$ cat config.mk
export PLATFORM = sky130hd
export DESIGN_NAME = uart_word_rx_flat
export DESIGN_NICKNAME = d
export VERILOG_FILES = /design/src/rtl/uart_word_rx_if.sv /design/src/rtl/uart_word_rx.sv /design/src/flat_wrapper.sv
export SDC_FILE = /design/constraint.sdc
export NUM_CORES = 1
export LEC_CHECK = 0
export ABC_CLOCK_PERIOD_IN_PS = 5300
export BUFFER_PORTS_ARGS = -buffer_cell sky130_fd_sc_hd__buf_2
export CAP_MARGIN = 5
export CORE_AREA = 2 2 95 97
export CTS_CLUSTER_DIAMETER = 50
export DETAILED_ROUTE_END_ITERATION = 12
export DIE_AREA = 0 0 97 99
export GPL_ROUTABILITY_DRIVEN = 0
export PLACE_DENSITY = 0.67
export RECOVER_POWER = 50
export SETUP_SLACK_MARGIN = 0.4
export SYNTH_ARGS = -nofsm -noshare
export SYNTH_HDL_FRONTEND = slang
export SYNTH_SLANG_ARGS = --single-unit
export TNS_END_PERCENT = 20
$ cat constraint.sdc
create_clock -name clk -period 5.3 [get_ports clk]
set_input_delay 1.59 -clock clk [delete_from_list [all_inputs] [get_ports clk]]
set_output_delay 1.59 -clock clk [all_outputs]
set_load 0.1 [all_outputs]
$ cat src/rtl/uart_word_rx_if.sv
// Serial input and word-output bundle of the UART word receiver.
// master = receiver side, slave = driver of rxd / consumer of words.
interface uart_word_rx_if;
   logic        rxd;
   logic        word_valid;
   logic [31:0] word_data;
   logic        frame_err;

   modport master (input rxd, output word_valid, output word_data, output frame_err);
   modport slave  (output rxd, input word_valid, input word_data, input frame_err);
endinterface

$ cat src/rtl/uart_word_rx.sv
// 8N1 UART receiver packing 4 bytes (first byte in [7:0]) into a word; word_valid pulses 1 cycle
// after the 4th stop-bit centre sample. No backpressure: the consumer must take word_valid when high.
module uart_word_rx #(
   parameter int CLKS_PER_BIT = 868,
   parameter int SYNC_STAGES  = 2
) (
   input  logic           clk,
   input  logic           rstn,
   uart_word_rx_if.master bus
);
   localparam int CW = $clog2(CLKS_PER_BIT);
   localparam logic [CW-1:0] FULL_M1 = CW'(CLKS_PER_BIT - 1);
   localparam logic [CW-1:0] HALF_M1 = CW'(CLKS_PER_BIT / 2 - 1);

   typedef enum logic [2:0] {S_IDLE, S_START, S_DATA, S_STOP, S_BREAK} state_t;

   state_t                 state_q;
   logic [SYNC_STAGES-1:0] sync_q;
   logic [CW-1:0]          clk_cnt_q;
   logic [2:0]             bit_cnt_q;
   logic [1:0]             byte_cnt_q;
   logic [7:0]             shift_q;
   logic [31:0]            part_q;
   logic [31:0]            part_d;
   logic [31:0]            word_data_q;
   logic                   word_valid_q;
   logic                   frame_err_q;
   logic                   rxd_s;

   assign rxd_s = sync_q[SYNC_STAGES-1];

   // Completed byte dropped into the lane selected by the current byte count.
   always_comb begin
      part_d = part_q;
      part_d[{byte_cnt_q, 3'b000} +: 8] = shift_q;
   end

   always_ff @(posedge clk or negedge rstn) begin
      if (!rstn) begin
         state_q      <= S_IDLE;
         sync_q       <= '1;
         clk_cnt_q    <= '0;
         bit_cnt_q    <= '0;
         byte_cnt_q   <= '0;
         shift_q      <= '0;
         part_q       <= '0;
         word_data_q  <= '0;
         word_valid_q <= 1'b0;
         frame_err_q  <= 1'b0;
      end else begin
         sync_q       <= {sync_q[SYNC_STAGES-2:0], bus.rxd};
         word_valid_q <= 1'b0;
         frame_err_q  <= 1'b0;
         case (state_q)
            S_IDLE: begin
               clk_cnt_q <= '0;
               if (!rxd_s) state_q <= S_START;
            end
            S_START: begin
               if (clk_cnt_q == HALF_M1) begin
                  clk_cnt_q <= '0;
                  bit_cnt_q <= '0;
                  state_q   <= rxd_s ? S_IDLE : S_DATA;
               end else begin
                  clk_cnt_q <= clk_cnt_q + 1'b1;
               end
            end
            S_DATA: begin
               if (clk_cnt_q == FULL_M1) begin
                  clk_cnt_q <= '0;
                  shift_q   <= {rxd_s, shift_q[7:1]};
                  bit_cnt_q <= bit_cnt_q + 1'b1;
                  if (bit_cnt_q == 3'd7) state_q <= S_STOP;
               end else begin
                  clk_cnt_q <= clk_cnt_q + 1'b1;
               end
            end
            S_STOP: begin
               if (clk_cnt_q == FULL_M1) begin
                  clk_cnt_q <= '0;
                  if (rxd_s) begin
                     part_q     <= part_d;
                     byte_cnt_q <= byte_cnt_q + 1'b1;
                     if (byte_cnt_q == 2'd3) begin
                        word_data_q  <= part_d;
                        word_valid_q <= 1'b1;
                     end
                     state_q <= S_IDLE;
                  end else begin
                     frame_err_q <= 1'b1;
                     state_q     <= S_BREAK;
                  end
               end else begin
                  clk_cnt_q <= clk_cnt_q + 1'b1;
               end
            end
            S_BREAK: begin
               // A single error per break: wait for the line to return high.
               if (rxd_s) state_q <= S_IDLE;
            end
            default: state_q <= S_IDLE;
         endcase
      end
   end

   assign bus.word_valid = word_valid_q;
   assign bus.word_data  = word_data_q;
   assign bus.frame_err  = frame_err_q;
endmodule

$ cat src/flat_wrapper.sv
// flat-port wrapper written by rule: the top's interface ports become plain ports
module uart_word_rx_flat 
#(
   parameter int CLKS_PER_BIT = 868,
   parameter int SYNC_STAGES  = 2
)
  (clk, rstn, bus_rxd, bus_word_valid, bus_word_data, bus_frame_err);
  uart_word_rx_if bus_i ();
  input  logic clk;
  input  logic rstn;
  input wire logic [$bits(bus_i.rxd)-1:0] bus_rxd;
  output wire logic [$bits(bus_i.word_valid)-1:0] bus_word_valid;
  output wire logic [$bits(bus_i.word_data)-1:0] bus_word_data;
  output wire logic [$bits(bus_i.frame_err)-1:0] bus_frame_err;
  assign bus_i.rxd = bus_rxd;
  assign bus_word_valid = bus_i.word_valid;
  assign bus_word_data = bus_i.word_data;
  assign bus_frame_err = bus_i.frame_err;
  uart_word_rx #(.CLKS_PER_BIT(CLKS_PER_BIT), .SYNC_STAGES(SYNC_STAGES)) u_core (.clk(clk), .rstn(rstn), .bus(bus_i));
endmodule
# ---- Word level (Yosys, flattened, before mapping)
# Index checks and enable logic that the tools add are counted.
# Widths: inputs -> output; s select.
dict set report classes {
  multipliers 0
  n_lt_le_gt_ge 0
  bitwise_logic 0
  add_sub_neg 4
  div 0
  reduce_logical 9
  muxes 23
  n_shift 2
  n_eq_ne 14
}
# op count
set ops {}
lappend ops {{$bwmux 32} 1}
lappend ops {{$shift 8x7->32 const A} 1}
lappend ops {{$shiftx 8x7->32} 1}
lappend ops {{$pmux 10 s3} 1}
lappend ops {{$mux 3} 9}
lappend ops {{$mux 10} 2}
lappend ops {{$pmux 3 s5} 1}
lappend ops {{$add 10x1->10 const B} 1}
lappend ops {{$eq 10x10->1 const B} 1}
lappend ops {{$eq 10x9->1 const B} 1}
lappend ops {{$ne 2x1->1 const B} 5}
lappend ops {{$mux 1} 7}
lappend ops {{$neg 5->7} 1}
lappend ops {{$eq 3x2->1 const B} 2}
lappend ops {{$eq 3x3->1 const B} 2}
lappend ops {{$pmux 3 s2} 1}
lappend ops {{$reduce_and 3->1} 2}
lappend ops {{$reduce_and 6->1} 1}
lappend ops {{$reduce_and 4->1} 1}
lappend ops {{$add 3x1->3 const B} 1}
lappend ops {{$eq 3x1->1 const B} 1}
lappend ops {{$logic_not 3->1} 1}
lappend ops {{$reduce_bool 3->1} 1}
lappend ops {{$add 2x1->2 const B} 1}
lappend ops {{6 further kinds} 6}
dict set report word_totals {
  mem_bits_rw 0
  latch_bits 0
  inputBits 3
  regBits 94
  output_inout_bits 34
  word_cells 62
  mem_bits_ro 0
  memories 0
}

# ---- Depth between registers and ports, before layout
dict set report logic_depth {
  ltp_word 5
  depth_mapped 7
  ltp_nobuf 6
}

# ---- Worst setup path before layout
# Ideal clock, no wire load.
dict set report synth_path {
  path_kind {flip-flop to output port}
  start {register u_core.word_data_q[30], in the netlist u_core.bus.word_data[30]}
  end {output bus_word_data[30]}
  setup_slack_ns 2.812
  n_path_buf 0
  path_stages_with_launch 1
  arrival_time_ns 0.898
  path_cell_list {dfrtp_1}
}
# item line_no
set synth_rtl {}
lappend synth_rtl {{start, declared} uart_word_rx.sv:25} ;# logic [31:0] word_data_q;
lappend synth_rtl {{start signal, assigned} uart_word_rx.sv:85} ;# word_data_q <= part_d;
lappend synth_rtl {{end, declared} flat_wrapper.sv:13} ;# output wire logic [$bits(bus_i.word_data)-1:0] bus_word_data;
# No word-level cell between the ends.

# ---- Worst setup path in the final report
dict set report layout_path {
  start {register u_core.state_q[2]}
  end {register u_core.word_data_q[7], in the netlist u_core.bus.word_data[7]}
}
dict set report layout_between {
  elab_chain_len 2
}
# item line_no
set layout_lines {}
lappend layout_lines {{start, declared} uart_word_rx.sv:17} ;# state_t state_q;
lappend layout_lines {{start signal, assigned} uart_word_rx.sv:63} ;# state_q <= rxd_s ? S_IDLE : S_DATA;
lappend layout_lines {{$eq 3x2->1} uart_word_rx.sv:54} ;# case (state_q)
lappend layout_lines {{$reduce_and 4->1 (no line)} n/a}
# Every way passes these cells.
# A chain may end at the register's enable or synchronous reset.

==> results.sh <==
export IMPL_clockBufferDepth=2
export IMPL_dieArea_um2=9600
export IMPL_cts_root_buf="clkbuf_8"
export IMPL_hold_viol=0
export IMPL_slew_headroom=-0.389
export IMPL_reg2reg_from="u_core.state_q[2]$_DFFE_PN0P_"
export IMPL_reg2reg_to="u_core.bus.word_data[7]$_DFFE_PN0P_"
export IMPL_die_x_um=97
export IMPL_io_pins=37
export IMPL_cp_required_ns=5.53
export IMPL_drtAntennaViolNets=0
export IMPL_p_leak_nw=2.42
export IMPL_final_core_util=0.531
export IMPL_max_freq_ghz=0.280
export IMPL_core_um2=8550
export IMPL_via_count=2819
export IMPL_port_buffers=36
export IMPL_rr_worst_depth=5
export IMPL_cts_sinks=86
export IMPL_ys_ff_latch=86
export IMPL_clk_pin_slew_worst_paths_ns=0.09
export IMPL_worstSetupStartpointType="flop"
export IMPL_ctsHtreeMaxLevel=3
export IMPL_area_delta_synth_final_pct=8.34
export IMPL_maxSlewViolCount=127
export IMPL_worstSetupEndpointType="flop"
export IMPL_postCtsSetupRepairBufs=0
export IMPL_layout_area_seq_um2=2150
export IMPL_die_h_um=99
export IMPL_grt_util_all_layers=0.171
export IMPL_cts_buffers=9
export IMPL_cts_resized=0
export IMPL_grt_max_degree=87
export IMPL_fin_crit_ns=3.57
export IMPL_skew_ns=0.0125
export IMPL_setup_viol=0
export IMPL_crit_fanout=39
export IMPL_final_cells=531
export IMPL_whs_path_depth=0
export IMPL_drc=0
export IMPL_cts_tree="built"
export IMPL_hold_end="u_core.sync_q[1]$_DFF_PN1_"
export IMPL_wire_per_inst_um=14.3
export IMPL_whs_ns=0.362
export IMPL_dp_hpwl_um=4880
export IMPL_cp_arrival_ns=3.80
export IMPL_violations="max-capacitance violations, max-slew violations"
export IMPL_hold_start="u_core.sync_q[0]$_DFF_PN1_"
export IMPL_layout_nets=430
export IMPL_outcome="finished with violations"
export IMPL_tightest_slew_ns=2.08
export IMPL_avgViaCountPerCell=5.31
export IMPL_dp_cells=515
export IMPL_synth_cell_types=39
export IMPL_multi_input_area_um2=1710
export IMPL_fin_crit_sh=0.674
export IMPL_synth_flop_cell="dfrtp_1"
export IMPL_routed_wl_um=7590
export IMPL_initial_core_util=0.490
export IMPL_grt_overflow_total=0
export IMPL_irDropWorstVdd_mv=0.121
export IMPL_dr_pass1_iters=4
export IMPL_synthCells=399
export IMPL_synth_avg_cell_area_um2=10.5
export IMPL_synth_edf_count=0
export IMPL_grt_antenna_before_repair=0
export IMPL_grt_pass1_vias=2668
export IMPL_rsz0062_at_grt="false"
export IMPL_setup_tns_ns=0
export IMPL_synth_fp_nets=411
export IMPL_syn_area_um2=4190
export IMPL_synthArstFlopShare=1.00
export IMPL_seq_area_frac_synth=0.514
export IMPL_diodes=0
export IMPL_crit_type="reg2reg"
export IMPL_cts_hold_buf=0
export IMPL_grt_pass1_wl_um=13200
export IMPL_p_per_area_nw_per_um2=242
export IMPL_final_layout_size_suffix_gt1_frac=0.220
export IMPL_drt_iter0_drc=140
export IMPL_max_cap_violations=2
export IMPL_yosysWarningCount=0
export IMPL_fill_cells=750
export IMPL_row_count=34
export IMPL_insertion_delay_ns=0.35
export IMPL_hp_class="reg2reg"
export IMPL_rrSetupSlack_ns=1.73
Yosys cell counts, drive strengths merged, types with 2 or more instances:
master | instances | area, um^2
dfrtp | 84 | 2100
nor2 | 7 | 26.3
clkbuf | 12 | 45.0
nand2 | 38 | 150
nand4 | 9 | 56.3
mux2i | 4 | 40.0
nand3 | 4 | 20.0
mux2 | 33 | 450
dfstp | 2 | 52.6
inv | 41 | 154
ha | 9 | 113
nor2b | 2 | 12.5
or3 | 2 | 12.5
and4b | 3 | 30.0
o22ai | 3 | 18.8
nor3b | 2 | 26.3
a21oi | 33 | 169
xnor2 | 3 | 26.3
nor4bb | 3 | 30.0
a21o | 24 | 180
o21ai | 40 | 200
or4 | 2 | 15.0
and2 | 5 | 31.3
buf | 19 | 114
nor3 | 7 | 35.0
state kept, by name, indices dropped and copies added (netlist names):
| register | cells |
|---|---|
| u_core.bus.word_data | 32 |
| u_core.part_q | 24 |
| u_core.clk_cnt_q | 10 |
| u_core.shift_q | 8 |
| u_core.bit_cnt_q | 3 |
| u_core.state_q | 3 |
| u_core.byte_cnt_q | 2 |
| u_core.sync_q | 2 |
| u_core.bus.frame_err | 1 |
| u_core.bus.word_valid | 1 |
worst max-delay path by stage:
stage | slack (ns) | end | startpoint | cells after the start
2_1_floorplan | 2.81 | bus_word_data[30] | u_core.bus.word_data[30]$_DFFE_PN0P_ | 0
3_3_place_gp | 2.76 | u_core.bus.word_data[24]$_DFFE_PN0P_ | rstn | 1
3_5_place_dp | 2.74 | u_core.bit_cnt_q[0]$_DFFE_PN0P_ | rstn | 1
4_1_cts | 2.55 | bus_word_data[5] | u_core.bus.word_data[5]$_DFFE_PN0P_ | 1
5_1_grt | 1.46 | u_core.bus.word_data[14]$_DFFE_PN0P_ | u_core.state_q[2]$_DFFE_PN0P_ | 5
6_report | 1.73 | u_core.bus.word_data[7]$_DFFE_PN0P_ | u_core.state_q[2]$_DFFE_PN0P_ | 5
routing by layer:
layer,GRT usage,wire (um),up-vias,share of wire
met2,0.270,3590,42,0.47
met5,0,0,-,0
li1,-,-,1391,-
met1,0.238,3680,1375,0.48
met4,0.0596,105,0,0.014
met3,0.0319,217,11,0.029
final cells by class:
cell class / count / share of cell area
Timing Repair Buffer: 39 / 0.0439
Sequential cell: 86 / 0.475
Clock buffer: 10 / 0.0303
Tap cell: 108 / 0.0298
Multi-Input combinational cell: 241 / 0.377
Clock inverter: 6 / 0.0102
Inverter: 41 / 0.0339
metrics by stage:
step / worst slack (ns) / cell area (um^2) / power, mW
floorplan: 2.81 / 4190 / 0.671
global route: 1.46 / 4540 / 1.14
detailed placement: 2.74 / 4370 / 0.685
finish: 1.73 / 4540 / 1.10
CTS: 2.55 / 4550 / 1.11
global placement: 2.76 / 4370 / 0.685
critical path, stage by stage, from the launching register on:
cell and delay (ns):
dfrtp_1 0.59, and4b_1 0.36, and4_1 0.19, clkbuf_1 1.25
nand2_4 0.58, mux2_4 0.47
cells by family after synthesis:
family | count (synthesis) | share of synthesized area
compound gates | 105 | 0.146
xor+xnor | 3 | 0.00628
fa+ha+maj | 9 | 0.0269
buf+inv | 72 | 0.0747
flops | 86 | 0.514
mux | 37 | 0.117
simple gates | 87 | 0.114
report_power, final:
part           internal, mW  total [mW]  switching (mW)
Combinational      0.000640      0.0129          0.0122
Sequential            0.657       0.658        0.000861
Clock                 0.186       0.428           0.242
Total                 0.843        1.10           0.255
layout by cell type (no fill, tap or decap), types with 2 or more instances in the layout:
master and n:
a21o_1 24, a21oi_1 33, and2_1 4, and4b_1 3, buf_2 35, buf_4 2, clkbuf_8 10, clkinv_4 2
clkinvlp_4 2, dfrtp_1 84, dfstp_2 2, ha_1 9, inv_1 41, mux2_2 12, mux2_4 21, mux2i_1 4
nand2_1 37, nand3_1 4, nand4_1 9, nor2_1 7, nor2b_1 2, nor3_1 7, nor4bb_1 3, o21ai_0 40
o22ai_1 3, or3_1 2, or4_1 2, xnor2_1 3
No activity file was read; power rests on OpenSTA's default activity.
